File: config.mk
export PLATFORM = sky130hd
export DESIGN_NAME = sampler_trigger_ctrl
export DESIGN_NICKNAME = d
export VERILOG_FILES = /design/src/rtl/sampler_trigger_ctrl.sv
export SDC_FILE = /design/constraint.sdc
export NUM_CORES = 1
export LEC_CHECK = 0
export BUFFER_PORTS_ARGS = -buffer_cell sky130_fd_sc_hd__buf_2
export CORE_MARGIN = 4
export CORE_UTILIZATION = 40
export CTS_CLUSTER_SIZE = 16
export DETAILED_ROUTE_END_ITERATION = 10
export HOLD_SLACK_MARGIN = 0.02
export PLACE_DENSITY = 0.62
export SETUP_SLACK_MARGIN = 0.2
export SLEW_MARGIN = 20
export SYNTH_ARGS = -nofsm -noshare
export SYNTH_HDL_FRONTEND = slang
export SYNTH_SLANG_ARGS = --single-unit
File: constraint.sdc
create_clock -name clk -period 3.28 [get_ports clk]
set_clock_uncertainty 0.2 [all_clocks]
set_input_delay 0.656 -clock clk [delete_from_list [all_inputs] [get_ports clk]]
set_output_delay 0.656 -clock clk [all_outputs]
set_load 0.005 [all_outputs]
File: src/rtl/sampler_trigger_ctrl.sv
// Trigger/arm sequencer for the capture sampler. It watches the sample stream for a masked
// level or edge match, applies an optional post-trigger delay, then releases the sampler write reset.
module sampler_trigger_ctrl #(
    parameter int width     = 32,
    parameter int delayBits = 16,
    parameter int countBits = 8
) (
    input  logic                 clk,
    input  logic                 reset,
    input  logic [width-1:0]     sample_in,
    input  logic                 arm,
    input  logic                 abort,
    input  logic [width-1:0]     cfg_mask,
    input  logic [width-1:0]     cfg_value,
    input  logic                 cfg_edge,
    input  logic [delayBits-1:0] cfg_delay,
    input  logic                 smp_done,
    output logic                 smp_reset_n,
    output logic [2:0]           state,
    output logic                 busy,
    output logic                 done_pulse,
    output logic [width-1:0]     trig_sample,
    output logic [countBits-1:0] trig_count
);

    typedef enum logic [2:0] {
        S_IDLE    = 3'd0,
        S_ARMED   = 3'd1,
        S_DELAY   = 3'd2,
        S_CAPTURE = 3'd3,
        S_DONE    = 3'd4
    } state_t;

    state_t                 r_state;
    logic                   r_smp_reset_n;
    logic                   r_busy;
    logic                   r_done_pulse;
    logic [width-1:0]       r_trig_sample;
    logic [countBits-1:0]   r_trig_count;

    logic [width-1:0]       r_mask;
    logic [width-1:0]       r_value;
    logic                   r_edge;
    logic [delayBits-1:0]   r_delay;
    logic [delayBits-1:0]   r_delay_cnt;
    logic                   r_prev_match;

    logic                   w_match;
    logic                   w_fire;

    // A zero mask makes every sample match.
    assign w_match = (((sample_in ^ r_value) & r_mask) == '0);
    // A done flag still high from the previous capture must never start a new one.
    assign w_fire  = !smp_done && (r_edge ? (w_match && !r_prev_match) : w_match);

    always_ff @(posedge clk) begin
        if (reset) begin
            r_state       <= S_IDLE;
            r_smp_reset_n <= 1'b0;
            r_busy        <= 1'b0;
            r_done_pulse  <= 1'b0;
            r_trig_sample <= '0;
            r_trig_count  <= '0;
            r_mask        <= '0;
            r_value       <= '0;
            r_edge        <= 1'b0;
            r_delay       <= '0;
            r_delay_cnt   <= '0;
            r_prev_match  <= 1'b0;
        end else begin
            r_done_pulse <= 1'b0;
            if (abort) begin
                r_state       <= S_IDLE;
                r_smp_reset_n <= 1'b0;
                r_busy        <= 1'b0;
            end else begin
                case (r_state)
                    S_IDLE, S_DONE: begin
                        if (arm) begin
                            r_mask        <= cfg_mask;
                            r_value       <= cfg_value;
                            r_edge        <= cfg_edge;
                            r_delay       <= cfg_delay;
                            // Condition already true at arm time must not count as an edge.
                            r_prev_match  <= 1'b1;
                            r_state       <= S_ARMED;
                            r_smp_reset_n <= 1'b0;
                            r_busy        <= 1'b1;
                        end
                    end
                    S_ARMED: begin
                        r_prev_match <= w_match;
                        if (w_fire) begin
                            r_trig_sample <= sample_in;
                            if (r_delay == '0) begin
                                r_state       <= S_CAPTURE;
                                r_smp_reset_n <= 1'b1;
                            end else begin
                                r_state     <= S_DELAY;
                                r_delay_cnt <= r_delay;
                            end
                        end
                    end
                    S_DELAY: begin
                        r_delay_cnt <= r_delay_cnt - delayBits'(1);
                        if (r_delay_cnt == delayBits'(1)) begin
                            r_state       <= S_CAPTURE;
                            r_smp_reset_n <= 1'b1;
                        end
                    end
                    S_CAPTURE: begin
                        if (smp_done) begin
                            r_state      <= S_DONE;
                            r_busy       <= 1'b0;
                            r_done_pulse <= 1'b1;
                            r_trig_count <= r_trig_count + countBits'(1);
                        end
                    end
                    default: begin
                        r_state       <= S_IDLE;
                        r_smp_reset_n <= 1'b0;
                        r_busy        <= 1'b0;
                    end
                endcase
            end
        end
    end

    assign smp_reset_n = r_smp_reset_n;
    assign state       = r_state;
    assign busy        = r_busy;
    assign done_pulse  = r_done_pulse;
    assign trig_sample = r_trig_sample;
    assign trig_count  = r_trig_count;

endmodule

# Word level (Yosys, flattened, before mapping)

Index checks and enable logic that the tools add are counted.

Add/subtract/negate cells: 2
Eq/ne operators: 11
Multiplexer cells: 20
Bitwise gates (word level): 5
Reduce and logical (&&, ||, !) cells: 21

Operators by type and width:

| kind                    | count |
|---|---|
| $and A32 B32 Y32        | 1 |
| $logic_not A32 Y1       | 1 |
| $mux W16                | 2 |
| $pmux W16 S2            | 1 |
| $xor A32 B32 Y32        | 1 |
| $eq A16 B1 Y1 const B   | 1 |
| $logic_not A16 Y1       | 1 |
| $sub A16 B1 Y16 const B | 1 |
| $reduce_and A3 Y1       | 5 |
| $mux W3                 | 4 |
| $ne A2 B2 Y1 const B    | 6 |
| $pmux W3 S4             | 1 |
| $mux W1                 | 9 |
| $add A8 B1 Y8 const B   | 1 |
| $reduce_and A4 Y1       | 2 |
| $eq A3 B2 Y1 const B    | 2 |
| $reduce_or A2 Y1        | 3 |
| $reduce_and A5 Y1       | 1 |
| $pmux W1 S4             | 1 |
| $reduce_bool A2 Y1      | 2 |
| $eq A3 B1 Y1 const B    | 1 |
| $eq A3 B3 Y1 const B    | 1 |
| $logic_not A3 Y1        | 1 |
| $not A1 Y1              | 3 |
| other kinds (5)         | 7 |

Bits in registers: 144
Output and inout bits: 46
Logic and storage cells: 71

# Longest topological paths before layout

Depth after elaboration: 8
Depth in mapped cells: 9
Mapped depth without buffers: 7

# Worst setup path before layout

Ideal clock, no wire load.

Kind: input to register
From: input port sample_in[24]
To: register r_delay_cnt[0]
Setup time: 0.129 ns
Data arrival time: 2.258 ns
Data required time: 2.951 ns
Slack: 0.693 ns
Stages on the path: 8
Path through: xor2_1 -> a22oi_1 -> nand4_1 -> nor4_4 -> a21oi_1 -> clkbuf_1 -> o21ai_0 -> o41ai_1

Word-level cells in the longest chain between the ends: 8

Ends and longest elaborated chain:

| element                       | RTL line | RTL |
|---|---|---|
| start, declared               | 10       | `input logic [width-1:0] sample_in,` |
| $xor A32 B32 Y32 *            | 52       | `assign w_match = (((sample_in ^ r_value) & r_mask) == '0);` |
| $and A32 B32 Y32 *            | 52       |  |
| $logic_not A32 Y1 *           | 52       |  |
| $logic_and A1 B1 Y1           | 54       | `assign w_fire = !smp_done && (r_edge ? (w_match && !r_prev_match) : w_match);` |
| $mux W1 *                     | 54       |  |
| $logic_and A1 B1 Y1 *         | 54       |  |
| $ne A2 B2 Y1 (no line) *      | -        |  |
| $reduce_and A4 Y1 (no line) * | -        |  |
| end signal, assigned          | 100      | `r_delay_cnt <= r_delay;` |
| end signal, assigned          | 105      | `r_delay_cnt <= r_delay_cnt - delayBits'(1);` |
| end, declared                 | 45       | `logic [delayBits-1:0] r_delay_cnt;` |

Every way passes the cells marked *; elsewhere a longest branch is shown, timed or not.
A chain may end at the register's enable or synchronous reset.

# Final worst setup path

From: register r_state[0], in the netlist state[0]
To: register r_delay_cnt[12]

Word-level cells in the longest chain between the ends: 3
Elaborated cells on any way between the ends: 7

Ends and longest elaborated chain:

| element                                                      | RTL line | RTL |
|---|---|---|
| start, declared                                              | 34       | `state_t r_state;` |
| start signal, assigned                                       | 58       | `r_state <= S_IDLE;` |
| start signal, assigned                                       | 73       | `r_state <= S_IDLE;` |
| start signal, assigned                                       | 86       | `r_state <= S_ARMED;` |
| $eq A3 B1 Y1 or $eq A3 B2 Y1 (tied branches)                 | 77       | `case (r_state)` |
| $ne A2 B2 Y1 (no line) or $reduce_bool A2 Y1 (tied branches) | -        |  |
| $reduce_and A4 Y1 (no line)                                  | -        |  |

Several ways; a longest one is shown, not always the timed one.

==> metrics.cfg <==
[outcome]
status = finished, final reports clean

[clocking]
cts_tree = built
clock_path_buffers = 2
cts_setup_buffers = 0
h-tree-depth = 4
clock_sinks = 144
clk_latency_ns = 0.42
cts-root-buf = clkbuf_16
ctsHoldBuffers = 0
cts_buffers = 17
path_clk_slew_ns = 0.06
cts_resized = 0

[setup_path]
start_kind = flop
required_ns = 3.41
critPathKind = flop to flop
critical_path_arrival_ns = 2.71
crit_chain = nor3b_2 -> nor2_1 -> a21oi_1 -> buf_4 -> nor2_1 -> o32ai_1
rr_worst_depth = 6
max_stage_delay_ns = 0.65
crit_top_cell = nor2_1
cp_slowest_cell = dfxtp_1
crit_fanout = 16
cp-end-kind = flop

[timing]
post-route-min-period_ns = 2.58
hold_viol = 0
slew_headroom_pct = 53.9
tightest_slew_ns = 0.692
finalSetupTns_ns = 0
final_max_slew_viol_count = 0
rsz0062_at_grt = false
finalSetupViolations = 0
post-route-period-util_pct = 78.6
hold_ws_ns = 0.253
fmax_ghz = 0.388

[pwr]
p_switching_w = 0.00102
clock_power_share_pct = 44.3
leakagePower_nw = 3.38
pwr-share-comb_pct = 10.2
seqPwrFrac_pct = 45.5
irDropWorstVdd_mv = 0.358
internal_power_w = 0.00305
switching_share_pct = 25.0
p_per_area_mw_per_mm2 = 532

[finish]
stdcell_count = 1086
final_common_cell = nand2_1
drive_above_1_share_pct = 23.9
multi_input_area_mm2 = 0.00301
fill_cells = 1462
seq_area_mm2 = 0.00288
layout.nets = 1008
final_cell_mix = nand2_1 (172), buf_2 (162), dfxtp_1 (144)
syn2layout_area_growth_pct = 25.3

[synth]
syn_nets = 862
ys_types = 49
async_flop_share_pct = 0
avgSynthCellArea_um2 = 8.23
ys_seq_area_share_pct = 47.3
synth_cells = 741
ys.flop_type = dfxtp_1
synth_edf_count = 0
ys_warn_count = 0
ys_seq_elements = 144
syn_area_mm2 = 0.00610

[drt]
antenna_left = 0
drt-pass1-iter-count = 4
routed_wl_um = 17100
drc = 0
drtIter0Drc = 381
vias = 5558
vias_per_cell = 5.12
post_drt_wl_per_cell_um = 15.7

[placed_design]
dp_hpwl_um = 11800
place.gp.congestion = 0.786
io_buffers = 163
place_inst = 1052

[worst_hold_path]
hp-class = flop to flop
min_path_cells = 2

[floorplanning]
fp.dieW_um = 131
dieArea_mm2 = 0.0173
core_area_mm2 = 0.0148
start_util_pct = 41.3
dieHeight_um = 131
ios = 164
rows = 44

[global_route]
grt_max_degree = 142
grt_usage_pct = 19.5
grt_pass1_wl_um = 27600
grt_overflow = 0
grt_pass1_vias = 5341
antenna_found_initial = 2

[run]
maxCapViolCount = 0

Yosys cell counts (6+ instances only):
cell type	number	area, um^2
mux2i_1	33	330
nor4_1	7	43.8
nand4_1	7	43.8
nor2b_1	11	68.8
a21oi_1	101	505
xor2_1	37	324
nor3_1	11	55.1
nand2_1	172	646
o21ai_0	18	90.1
clkbuf_1	38	143
inv_1	6	22.5
o21ai_1	7	35.0
dfxtp_1	144	2880
a22oi_1	22	165
buf_2	6	30.0
nor2_1	61	229
a31oi_1	7	43.8
area by class of cell:
cell class	instances	share of cell area (%)
antenna	3	0.0983
clock buffer	20	5.98
clock inverter	11	1.20
inverter	6	0.295
multi-input combinational	544	39.4
sequential	144	37.7
tap	184	3.01
timing repair buffer	174	12.3
metal layers:
| metal | track usage [%] | share of wire (%) | up-vias |
|---|---|---|---|
| li1 | - | - | 2830 |
| met1 | 28.1 | 50 | 2553 |
| met2 | 28.1 | 42 | 159 |
| met3 | 6.23 | 7.0 | 14 |
| met4 | 5.31 | 0.94 | 2 |
| met5 | 0 | 0.076 | - |
worst max-delay path, delay by kind of cell, from the launching register on:
family,cells,cell delay [ns]
AO/OA/AOI/OAI,2,0.71
buffers and inverters,1,0.27
flip-flops,1,0.65
AND/OR/NAND/NOR,3,0.66
power by group through the flow:
stage	registers (W)	clock network (W)	logic, W
after floorplan	0.00187	0	0.000243
after global placement	0.00188	0	0.000415
after detailed placement	0.00189	0	0.000417
after CTS	0.00185	0.00184	0.000419
after global routing	0.00185	0.00191	0.000465
final	0.00185	0.00180	0.000413
through the flow:
step	area (um^2)	power, W	utilization (%)	setup slack [ns]
floorplan	6100	0.00212	-	0.693
global placement	7080	0.00230	48.0	0.362
detailed placement	7080	0.00230	48.0	0.363
CTS	7630	0.00411	51.7	0.683
global route	7630	0.00423	51.7	0.469
finish	7640	0.00406	51.8	0.701
state kept, by name, summed over array words and instances, names as in the netlist:
name,flops
r_delay,16
trig_sample,32
trig_count,8
r_prev_match,1
r_delay_cnt,16
busy,1
r_mask,32
r_value,32
state,3
done_pulse,1
r_edge,1
smp_reset_n,1
logic make-up after synthesis:
logic type	count (synthesis)	synth area share, %
muxes	33	5.42
AOI/OAI and AO/OA	174	16.5
adders and majority gates	3	0.616
buffers and inverters	53	3.45
xor gates and xnor gates	39	5.60
DFF	144	47.3
and+or+nand+nor	295	21.2
path summary, 6_finish.rpt:
path	start	endpoint	slack [ns]
min	r_mask[6]	r_mask[6]	0.25
min reg2reg	r_mask[6]	r_mask[6]	0.25
max reg2reg	state[0]	r_delay_cnt[12]	0.70
max	state[0]	r_delay_cnt[12]	0.70
Note: power is estimated with default switching activity, not from simulation.
